<file path="config.mk">
export PLATFORM = sky130hd
export DESIGN_NAME = box_pad_scanner
export DESIGN_NICKNAME = d
export VERILOG_FILES = /design/src/rtl/game_pkg.sv /design/src/rtl/sweep_debounce.sv /design/src/rtl/box_pad_scanner.sv
export SDC_FILE = /design/constraint.sdc
export NUM_CORES = 1
export LEC_CHECK = 0
export BUFFER_PORTS_ARGS = -buffer_cell sky130_fd_sc_hd__clkbuf_2
export CORE_MARGIN = 2
export CORE_UTILIZATION = 45
export DETAILED_ROUTE_END_ITERATION = 7
export HOLD_SLACK_MARGIN = 0.06
export PLACE_DENSITY = 0.62
export SETUP_SLACK_MARGIN = 0.02
export SYNTH_ARGS = -nofsm -noshare
export SYNTH_HDL_FRONTEND = slang
export SYNTH_SLANG_ARGS = --single-unit
</file>
<file path="constraint.sdc">
create_clock -name clk -period 4.55 [get_ports clk]
set_clock_uncertainty 0.1 [all_clocks]
set_input_delay 0.91 -clock clk [delete_from_list [all_inputs] [get_ports clk]]
set_output_delay 0.91 -clock clk [all_outputs]
set_load 0.03 [all_outputs]
</file>
<file path="src/rtl/game_pkg.sv">
// Shared constants and types for the 3x3 fire/gold game front end.
package game_pkg;
  localparam int N_ROWS = 3;
  localparam int N_COLS = 3;
  localparam int N_PADS = N_ROWS * N_COLS;

  typedef enum logic [1:0] {SCAN_C0, SCAN_C1, SCAN_C2, UPDATE} scan_state_e;

  // Bitmap position of the pad at [row][col].
  localparam int unsigned KEY_IDX [N_ROWS][N_COLS] = '{'{0, 1, 2}, '{3, 4, 5}, '{6, 7, 8}};
endpackage

</file>
<file path="src/rtl/sweep_debounce.sv">
// One-bit debouncer that counts whole sweeps of disagreement before toggling.
module sweep_debounce #(
  parameter int DEB_SWEEPS = 4
) (
  input  logic clk,
  input  logic rst,
  input  logic en,
  input  logic hold,
  input  logic sample,
  output logic out
);
  localparam int CW = $clog2(DEB_SWEEPS + 1);
  localparam logic [CW:0] DEB_LAST = DEB_SWEEPS[CW:0];

  logic [CW-1:0] cnt_q, cnt_d;
  logic [CW:0]   cnt_inc;
  logic          out_q, out_d;

  always_comb begin
    cnt_d   = cnt_q;
    out_d   = out_q;
    cnt_inc = {1'b0, cnt_q} + 1'b1;
    if (en && !hold) begin
      if (sample == out_q) begin
        cnt_d = '0;
      end else if (cnt_inc == DEB_LAST) begin
        out_d = ~out_q;
        cnt_d = '0;
      end else begin
        cnt_d = cnt_inc[CW-1:0];
      end
    end
  end

  always_ff @(posedge clk or negedge rst) begin
    if (!rst) begin
      cnt_q <= '0;
      out_q <= 1'b0;
    end else begin
      cnt_q <= cnt_d;
      out_q <= out_d;
    end
  end

  assign out = out_q;
endmodule

</file>
<file path="src/rtl/box_pad_scanner.sv">
// Scans the 3x3 active-low pad matrix, debounces pads and buttons per sweep,
// and rejects sweeps with too many pads pressed as ghosting.
module box_pad_scanner
  import game_pkg::*;
#(
  parameter int SCAN_DIV   = 50000,
  parameter int DEB_SWEEPS = 4,
  parameter int MAX_KEYS   = 2
) (
  input  logic              clk,
  input  logic              rst,
  input  logic [N_ROWS-1:0] row_n,
  output logic [N_COLS-1:0] col_n,
  input  logic              start_btn_n,
  input  logic              super_sw_n,
  output logic [N_PADS-1:0] box,
  output logic              box_changed,
  output logic              start,
  output logic              super_on
);
  localparam int DW = $clog2(SCAN_DIV);
  localparam logic [DW-1:0] DWELL_LAST = DW'(SCAN_DIV - 1);

  scan_state_e       state_q, state_d;
  logic [DW-1:0]     dwell_q, dwell_d;
  logic [N_COLS-1:0] col_n_q, col_n_d;
  logic [N_PADS-1:0] snap_q, snap_d;
  logic [1:0]        scan_col;

  logic [N_PADS-1:0] box_w, box_prev_q, box_prev_d;
  logic              start_lvl, start_prev_q, start_prev_d;
  logic              super_lvl;
  logic              upd, ghost;

  assign scan_col = state_q;

  // Rows are captured only on the last dwell cycle; earlier cycles let the lines settle.
  always_comb begin
    state_d = state_q;
    dwell_d = dwell_q + 1'b1;
    col_n_d = col_n_q;
    snap_d  = snap_q;
    if (state_q == UPDATE) begin
      state_d = SCAN_C0;
      dwell_d = '0;
      col_n_d = 3'b110;
    end else if (dwell_q == DWELL_LAST) begin
      dwell_d = '0;
      for (int r = 0; r < N_ROWS; r++)
        for (int c = 0; c < N_COLS; c++)
          if (scan_col == 2'(c)) snap_d[KEY_IDX[r][c]] = ~row_n[r];
      case (state_q)
        SCAN_C0: begin state_d = SCAN_C1; col_n_d = 3'b101; end
        SCAN_C1: begin state_d = SCAN_C2; col_n_d = 3'b011; end
        default: begin state_d = UPDATE;  col_n_d = 3'b110; end
      endcase
    end
  end

  always_ff @(posedge clk or negedge rst) begin
    if (!rst) begin
      state_q <= SCAN_C0;
      dwell_q <= '0;
      col_n_q <= 3'b110;
      snap_q  <= '0;
    end else begin
      state_q <= state_d;
      dwell_q <= dwell_d;
      col_n_q <= col_n_d;
      snap_q  <= snap_d;
    end
  end

  assign upd   = (state_q == UPDATE);
  assign ghost = $countones(snap_q) > MAX_KEYS;

  for (genvar k = 0; k < N_PADS; k++) begin : g_pad
    sweep_debounce #(.DEB_SWEEPS(DEB_SWEEPS)) u_deb (
      .clk(clk), .rst(rst), .en(upd), .hold(ghost), .sample(snap_q[k]), .out(box_w[k])
    );
  end

  // Buttons keep debouncing through ghosted sweeps.
  sweep_debounce #(.DEB_SWEEPS(DEB_SWEEPS)) u_start (
    .clk(clk), .rst(rst), .en(upd), .hold(1'b0), .sample(~start_btn_n), .out(start_lvl)
  );
  sweep_debounce #(.DEB_SWEEPS(DEB_SWEEPS)) u_super (
    .clk(clk), .rst(rst), .en(upd), .hold(1'b0), .sample(~super_sw_n), .out(super_lvl)
  );

  always_comb begin
    box_prev_d   = box_w;
    start_prev_d = start_lvl;
  end

  always_ff @(posedge clk or negedge rst) begin
    if (!rst) begin
      box_prev_q   <= '0;
      start_prev_q <= 1'b0;
    end else begin
      box_prev_q   <= box_prev_d;
      start_prev_q <= start_prev_d;
    end
  end

  assign col_n       = col_n_q;
  assign box         = box_w;
  assign box_changed = (box_w != box_prev_q);
  assign start       = start_lvl & ~start_prev_q;
  assign super_on    = super_lvl;
endmodule

</file>
* Word-level counts from Yosys, hierarchy flattened
Index checks and enable logic that the tools add are counted.
** Storage, ports and cells
- Bits in registers :: 84
- Input port bits :: 7
- Output and inout bits :: 15
** Operators by class
- Reductions and logical operators :: 18
- Muxes and demuxes :: 30
- Magnitude comparators :: 1
- Add/sub/neg operators :: 20
- Eq/ne operators :: 27
- Bitwise gates (word level) :: 30
** Operators by type and width (number)
- 3-bit two-way mux :: 24
- 3-bit by 1-bit adder with 4-bit output, second input constant :: 11
- 4-bit by 3-bit equality test with 1-bit output, second input constant :: 11
- 3-bit AND reduction :: 14
- 16-bit two-way mux :: 2
- 1-bit inverter :: 29
- 16-bit by 1-bit adder with 16-bit output, second input constant :: 1
- 16-bit equality test, second input constant :: 1
- 1-bit equality test :: 11
- 9-bit != test :: 1
- 1-bit by 1-bit adder with 2-bit output :: 4
- 2-bit by 2-bit adder with 3-bit output :: 2
- 3-bit case mux with 2 select lines :: 1
- 4-bit by 1-bit adder with 5-bit output :: 1
- 5-bit by 2-bit greater-than comparator with 1-bit output, second input constant :: 1
- 3-bit by 3-bit adder with 4-bit output :: 1
- 2-bit equality test, second input constant :: 2
- 2-bit two-way mux :: 2
- 2-bit case mux with 2 select lines :: 1
- 2-bit by 1-bit equality test with 1-bit output, second input constant :: 1
- 2-bit logical NOT :: 1
- 2-bit nonzero test :: 1
- 1-bit bitwise AND :: 1
- 1-bit logical AND :: 1
- 1-bit logical NOT :: 1

* Logic depth before layout (Yosys ltp)
Gate-level depths: netlist (run 1).
- Depth in word-level cells :: 8
- Mapped depth :: 14
- Mapped depth without buffers :: 12

* Modules after synthesis
A second synthesis (run 1) with hierarchy kept.
** Second synthesis, totals
- Cell total of the unflattened synthesis :: 467
- Area, all modules :: 4717.0 sq um
** Modules (own cells, without submodules)
- sweep_debounce :: seq. area each 100.1 sq um, area each 247.7 sq um, times used 11, cells an instance 26
- box_pad_scanner :: seq. area each 1003.5 sq um, area each 1991.9 sq um, times used 1, cells an instance 181

* Worst setup path after synthesis (run 1)
No wires, ideal clock.
- Path kind :: register to register
- Start point :: reg snap_q[0]
- End point :: reg g_pad[4].u_deb.cnt_q[2]
- Path buffers :: 2
- Setup slack :: 0.614 ns
- Library setup time :: 0.121 ns
- Data arrival time :: 3.715 ns
- Stages on the path, launching flop included :: 14
- Required time :: 4.329 ns
- Cell sequence :: dfrtp_1 -> inv_1 -> fa_1 -> fa_1 -> fa_1 -> inv_1 -> fa_1 -> inv_1 -> fa_1 -> o21a_1 -> clkbuf_1 -> buf_1 -> a32o_1 -> a22o_1
** Between the ends
- Word-level cells in the longest chain between the ends :: 7
** Ends and longest elaborated chain
- from (decl) :: RTL line box_pad_scanner.sv:27 : logic [N_PADS-1:0] snap_q, snap_d;
- from (signal assigned) :: RTL line box_pad_scanner.sv:70 : snap_q <= snap_d;
- 1-bit by 1-bit adder with 2-bit output (implied by the code) :: RTL line box_pad_scanner.sv:75 : assign ghost = $countones(snap_q) > MAX_KEYS;
- 2-bit by 2-bit adder with 3-bit output (implied by the code) :: RTL line box_pad_scanner.sv:75
- 3-bit by 3-bit adder with 4-bit output (implied by the code) :: RTL line box_pad_scanner.sv:75
- 4-bit by 1-bit adder with 5-bit output (implied by the code) :: RTL line box_pad_scanner.sv:75
- 5-bit by 2-bit greater-than comparator with 1-bit output :: RTL line box_pad_scanner.sv:75
- 1-bit logical NOT :: RTL line sweep_debounce.sv:23 : if (en && !hold) begin
- 1-bit logical AND :: RTL line sweep_debounce.sv:23
- to (signal assigned) :: RTL line sweep_debounce.sv:40 : cnt_q <= cnt_d;
- to (decl) :: RTL line sweep_debounce.sv:15 : logic [CW-1:0] cnt_q, cnt_d;
Every way passes these cells.
A chain may end at the register's enable or synchronous reset.

* Worst setup path after layout (run 1)
- Start point :: reg snap_q[0]
- End point :: reg g_pad[1].u_deb.cnt_q[1]
** Between the ends
- Word-level cells in the longest chain between the ends :: 7
** Ends and longest elaborated chain (RTL line)
- 1-bit by 1-bit adder with 2-bit output (implied by the code) :: box_pad_scanner.sv:75
- 2-bit by 2-bit adder with 3-bit output (implied by the code) :: box_pad_scanner.sv:75
- 3-bit by 3-bit adder with 4-bit output (implied by the code) :: box_pad_scanner.sv:75
- 4-bit by 1-bit adder with 5-bit output (implied by the code) :: box_pad_scanner.sv:75
- 5-bit by 2-bit greater-than comparator with 1-bit output :: box_pad_scanner.sv:75
- 1-bit logical NOT :: sweep_debounce.sv:23
- 1-bit logical AND :: sweep_debounce.sv:23
- to (signal assigned) :: sweep_debounce.sv:40
- to (decl) :: sweep_debounce.sv:15
Every way passes these cells.

==> out/results.ini, run 1 <==
[status]
status = finished clean

[grt]
grt_pass1_wl_um = 15700
grt_use_total_pct = 17.3
grt.overflow.total = 0
grt_max_degree = 62
grt_antenna_before_repair = 0
grt_pass1_vias = 3341

[die]
die_height_um = 107
core_um2 = 10300
initial_utilization_pct = 46.2
io_pins = 22
num_rows = 37
die_area_um2 = 11400
die_w_um = 107

[synth]
synthAdderAreaFrac_pct = 10.2
synth_xor_area_share_pct = 6.61
synth_nets = 517
yosys-mux-area-fraction_pct = 4.49
synthCells = 474
synth_top_family_by_area = compound AO/OA/AOI/OAI gates
synthFlopType = dfrtp_1
yosysSeqAreaShare_pct = 44.1
yosys_register_bits = 84
yosys_warnings = 0
synthSimpleGateAreaFrac_pct = 13.9
synth_area_um2 = 4770
synth_compound_area_share_pct = 14.9
ys_types = 48
synth-edff-count = 0
async_reset_ff_share_pct = 100
avgSynthCellArea_um2 = 10.1

[layout]
fillerInstances = 941
final-seq-area_um2 = 2100
final_cell_mix = 82 x dfrtp_1, 46 x o21ai_0, 38 x inv_1
antenna_cells = 0
area_delta_synth_final_pct = 8.58
nNetsFinal = 533
drive_above_1_share_pct = 12.1
multi_input_area_um2 = 2390
final_common_cell = dfrtp_1
fin_util_pct = 50.2
layout.cells.non_filler = 631

[clock_network]
cts-resized-gates = 0
clock_sinks = 84
post_cts_buffers = 0
cts_tree = built
cts_made_buffers = 9
clkTransAtPathRegs_ns = 0.08
htree_levels = 3
clock_path_buffers = 2
clk_latency_ns = 0.36
root_buffer = clkbuf_8
hold_buffers = 0

[critical_path]
slowest_stage = fa_1
cp.depth = 12
cp-end-kind = flip-flop
worstPathCellList = inv_1, fa_1, fa_1, fa_1, inv_1, fa_1, inv_1, fa_1, o21a_1, nand2_1, buf_4, o21ai_0
cp_data_arrival_time_ns = 4.17
cp_num_buf_inv = 4
reg2reg_depth = 12
crit_family = adder cells
crit_path_frequent_cell = fa_1
cp_max_fo = 13
critPathKind = flip-flop to flip-flop
cp_data_required_time_ns = 4.69
crit_path_start_kind = flip-flop
reg2reg_slack_ns = 0.52
max_stage_delay_ns = 0.56

[placement]
place_congestion = 0.775
io_buffers = 21
dp_cells = 615
hpwl_um = 6420

[job]
drv_cap = 0

[hold_path]
hp-class = flip-flop to flip-flop
min_path_cells = 0

[route]
wl_per_cell_um = 14.4
antenna_left = 0
routed-via-count = 3429
viasPerCell = 5.43
drt_iter0_markers = 117
wl_um = 9110
drt_first_pass_iters = 4
drc_errors = 0

[power_and_ir_drop]
seqPwrFrac_pct = 53.6
p_clk_share_pct = 39.2
ir_drop_mv = 0.178
p_leak_uw = 0.00242
p_sw_share_pct = 24.4
p_per_area_nw_per_um2 = 272
p_int_uw = 1060
p_comb_share_pct = 7.2
total_power_uw = 1410
power_switching_uw = 344

[sta]
hold_viol = 0
report.final.slew_viol_count = 0
finalCritPeriodShare_pct = 88.6
worst_pin_slew_ns = 0.776
rsz0062_at_grt = false
fmax_ghz = 0.248
slew_headroom_pct = 48.3
tns_ns = 0
finalCriticalPeriod_ns = 4.03
setup_violations = 0

routing by layer:
metal	global-route usage, %	wire length (um)	up-vias
met5	0	0	-
met4	6.03	146	0
met3	3.04	317	13
met2	29.1	4290	51
met1	22.6	4360	1693
li1	-	-	1672
flip-flops by register name (all words and copies together) (netlist names), 3 cells and up:
name / cells
g_pad.u_deb.cnt_q: 27
dwell_q: 16
box_prev_q: 9
g_pad.u_deb.out: 9
u_super.cnt_q: 3
u_start.cnt_q: 3
snap_q: 9
col_n: 3
synth_stat cells, drive strengths merged (13+ instances only):
| cell type | count | share of area, % |
|---|---|---|
| inv | 38 | 3.0 |
| nor2 | 29 | 2.3 |
| ha | 31 | 8.1 |
| o21ai | 55 | 5.8 |
| nand2 | 27 | 2.1 |
| xor2 | 15 | 2.8 |
| a21oi | 16 | 1.7 |
| xnor2 | 21 | 3.9 |
| nand2b | 13 | 1.7 |
| nor2b | 19 | 2.5 |
| buf | 15 | 2.2 |
| dfrtp | 82 | 43 |
power groups by stage:
| stage | combinational, uW | clock [uW] | sequential [uW] |
|---|---|---|---|
| floorplan | 59.9 | 0 | 769 |
| global placement | 99.0 | 0 | 770 |
| detailed placement | 102 | 0 | 770 |
| CTS | 102 | 576 | 755 |
| global route | 116 | 599 | 756 |
| finish | 101 | 552 | 755 |
worst paths after layout:
kind                              from                       to
min in group asynchronous          rst            box_prev_q[5]
min                        u_start.out             start_prev_q
min reg2reg                u_start.out             start_prev_q
max reg2reg                  snap_q[0]  g_pad[1].u_deb.cnt_q[1]
max in group asynchronous          rst                snap_q[3]
max                          snap_q[0]  g_pad[1].u_deb.cnt_q[1]
cell families (layout without fill, tap and decap cells):
family	after synthesis	count (layout)
mux	20	20
simple gates	124	124
buf+inv	61	82
flops	84	84
fa+ha+maj	36	36
compound gates	113	113
xor+xnor	36	36
metrics by stage:
stage          hold slack, ns  cell area [um2]  setup WS (ns)
3_3_place_gp            0.318             4970          0.609
6_report                0.336             5180          0.517
3_5_place_dp            0.322             4970          0.510
2_1_floorplan           0.299             4770          0.614
4_1_cts                 0.340             5180          0.508
5_1_grt                 0.359             5180          0.303
final cells by class:
| class | count | area share, % |
|---|---|---|
| clock buffer | 11 | 2.92 |
| clock inverter | 5 | 1.16 |
| inverter | 38 | 2.75 |
| multi-input combinational | 329 | 46.1 |
| sequential | 84 | 40.6 |
| tap | 136 | 3.29 |
| timing repair buffer | 28 | 3.09 |
(Power assumes the default switching activity.)
==> run 2: changes to the inputs <==
PLACE_DENSITY = 0.65   (was 0.62)
clock period = 3.68 ns   (was 4.55 ns; I/O delays follow)
==> run 2 against run 1 <==
Effect of this change: die area did not move; clock power rose by 21%; fmax rose by 3.7%; sequential share of layout area fell by 5.0 points; combinational power rose by 130%; register-to-register slack got worse by 0.73 ns; clock-buffer cell count fell by 2; largest power group unchanged; the flow now finishes with violations (setup timing); first-iteration DRC count rose by 4.3%.
==> out/results.ini, run 2 (synthesis results as in run 1) <==
[die]
initial_utilization_pct = 46.2
die_area_um2 = 11400
core_um2 = 10300
io_pins = 22
die_w_um = 107
num_rows = 37
die_height_um = 107

[layout]
largest-register = g_pad.u_deb.cnt_q
antenna_cells = 0
area_delta_synth_final_pct = 23.8
final_common_cell = dfrtp_1
drive_above_1_share_pct = 26.4
multi_input_area_um2 = 2780
nNetsFinal = 557
final_area_um2 = 5900
top_regs = g_pad.u_deb.cnt_q x27, dwell_q x16
fillerInstances = 832
final_cell_mix = 82 x dfrtp_1, 35 x inv_1, 31 x ha_1
final-seq-area_um2 = 2100
largest_register_ffs = 27

[route]
drt_iter0_markers = 122
wl_um = 10600
antenna_left = 0
wl_per_cell_um = 16.3
viasPerCell = 5.51
routed-via-count = 3610
drc_errors = 0
drt_first_pass_iters = 4

[clock_network]
clkTransAtPathRegs_ns = 0.09
clock_path_buffers = 2
clk_latency_ns = 0.36
root_buffer = clkbuf_8
cts_made_buffers = 9
clock_sinks = 84
cts_tree = built
htree_levels = 3

[sta]
setup_ws_ns = -0.210
tns_ns = -3.80
rsz0062_at_grt = true
fmax_ghz = 0.257
slew_headroom_pct = 30.5
report.final.slew_viol_count = 0
setup_violations = 36
worst_pin_slew_ns = 1.04
hold_viol = 0
finalCritPeriodShare_pct = 106
finalCriticalPeriod_ns = 3.89

[grt]
grt_antenna_before_repair = 0
grt-busiest-layer = met2
grt_use_total_pct = 18.0
grt_pass1_vias = 3487
grt.overflow.total = 0
grt_pass1_wl_um = 16400
met2_usage_pct = 29.8
grtUsageMet3_pct = 3.34
use_met1_pct = 23.9
grt_max_degree = 85

[critical_path]
cp-end-kind = flip-flop
cp_data_arrival_time_ns = 4.03
cp_data_required_time_ns = 3.82
critPathKind = flip-flop to flip-flop
crit_path_start_kind = flip-flop
cp_max_fo = 4

[placement]
hpwl_um = 6680
placed_area_um2 = 5090
io_buffers = 21
place_congestion = 0.841

[hold_path]
hp-class = flip-flop to flip-flop

[status]
status = complete, but fails checks
violations = setup timing

[power_and_ir_drop]
p_leak_uw = 0.00270
p_per_area_nw_per_um2 = 311
ir_drop_mv = 0.218

[job]
drv_cap = 0

[run 2: cell count changes in the layout (fill, tap and decap cells not counted), moves of 9 or more]
| cell | delta |
|---|---|
| o21ai_0 | -31 |
| o21ai_2 | +21 |
| o21ai_1 | +10 |
| mux2_2 | -9 |
| mux2_4 | +9 |
| o2111ai_1 | -9 |
[run 2: cell type report]
cell class / count / share of cell area (%)
Tap cell: 136 / 2.88
Multi-Input combinational cell: 329 / 47.1
Clock buffer: 9 / 2.10
Clock inverter: 7 / 1.25
Timing Repair Buffer: 52 / 8.65
Inverter: 38 / 2.42
Sequential cell: 84 / 35.6
[run 2: repair_timing]
item / CTS / global route
resized for setup: 17 / 96
pin swaps: 5 / 25
buffers inserted: 4 / 4
cloned: 0 / 5
hold buffers: 0 / 0
endpoints found under the setup margin: 35 / 36
[run 2: metal layers]
layer | part of all wire (%) | up-vias
met5 | 0 | -
met1 | 45 | 1790
met4 | 1.7 | 0
li1 | - | 1723
met3 | 3.4 | 16
met2 | 50 | 81
[run 2: worst paths after layout]
check / from / to / slack (ns) / depth (start not counted)
worst min register to register: u_start.out / start_prev_q / 0.35 / 0
worst max-delay path: snap_q[1] / g_pad[1].u_deb.out / -0.21 / 12
min in group asynchronous: rst / g_pad[1].u_deb.cnt_q[2] / 0.47 / 1
worst min-delay path: u_start.out / start_prev_q / 0.35 / 0
max in group asynchronous: rst / snap_q[3] / 2.35 / 1
worst max register to register: snap_q[1] / g_pad[1].u_deb.out / -0.21 / 12
[run 2: per-stage QoR]
stage	util, %	total power (uW)	hold WS (ns)	cells	setup WS (ns)
floorplan	-	1030	0.299	474	-0.0987
global placement	49.3	1100	0.318	627	-0.0692
detailed placement	49.3	1100	0.320	627	-0.194
CTS	52.1	1790	0.353	647	-0.178
global route	57.2	1920	0.381	655	-0.313
finish	57.2	1840	0.348	655	-0.210
[run 2: worst max-delay path, cell delays in order (launching register included)]
cell and delay (ns):
dfrtp_1 0.37, inv_2 0.05, fa_1 0.57, fa_1 0.44
fa_1 0.50, inv_1 0.05, fa_2 0.34, inv_2 0.06
fa_2 0.44, o21a_4 0.24, clkbuf_16 0.17, o2111ai_2 0.10
mux2_4 0.33
[run 2: where the power goes]
group / switching [uW] / internal (uW)
logic: 134 / 102
registers: 5.85 / 927
clock network: 350 / 319
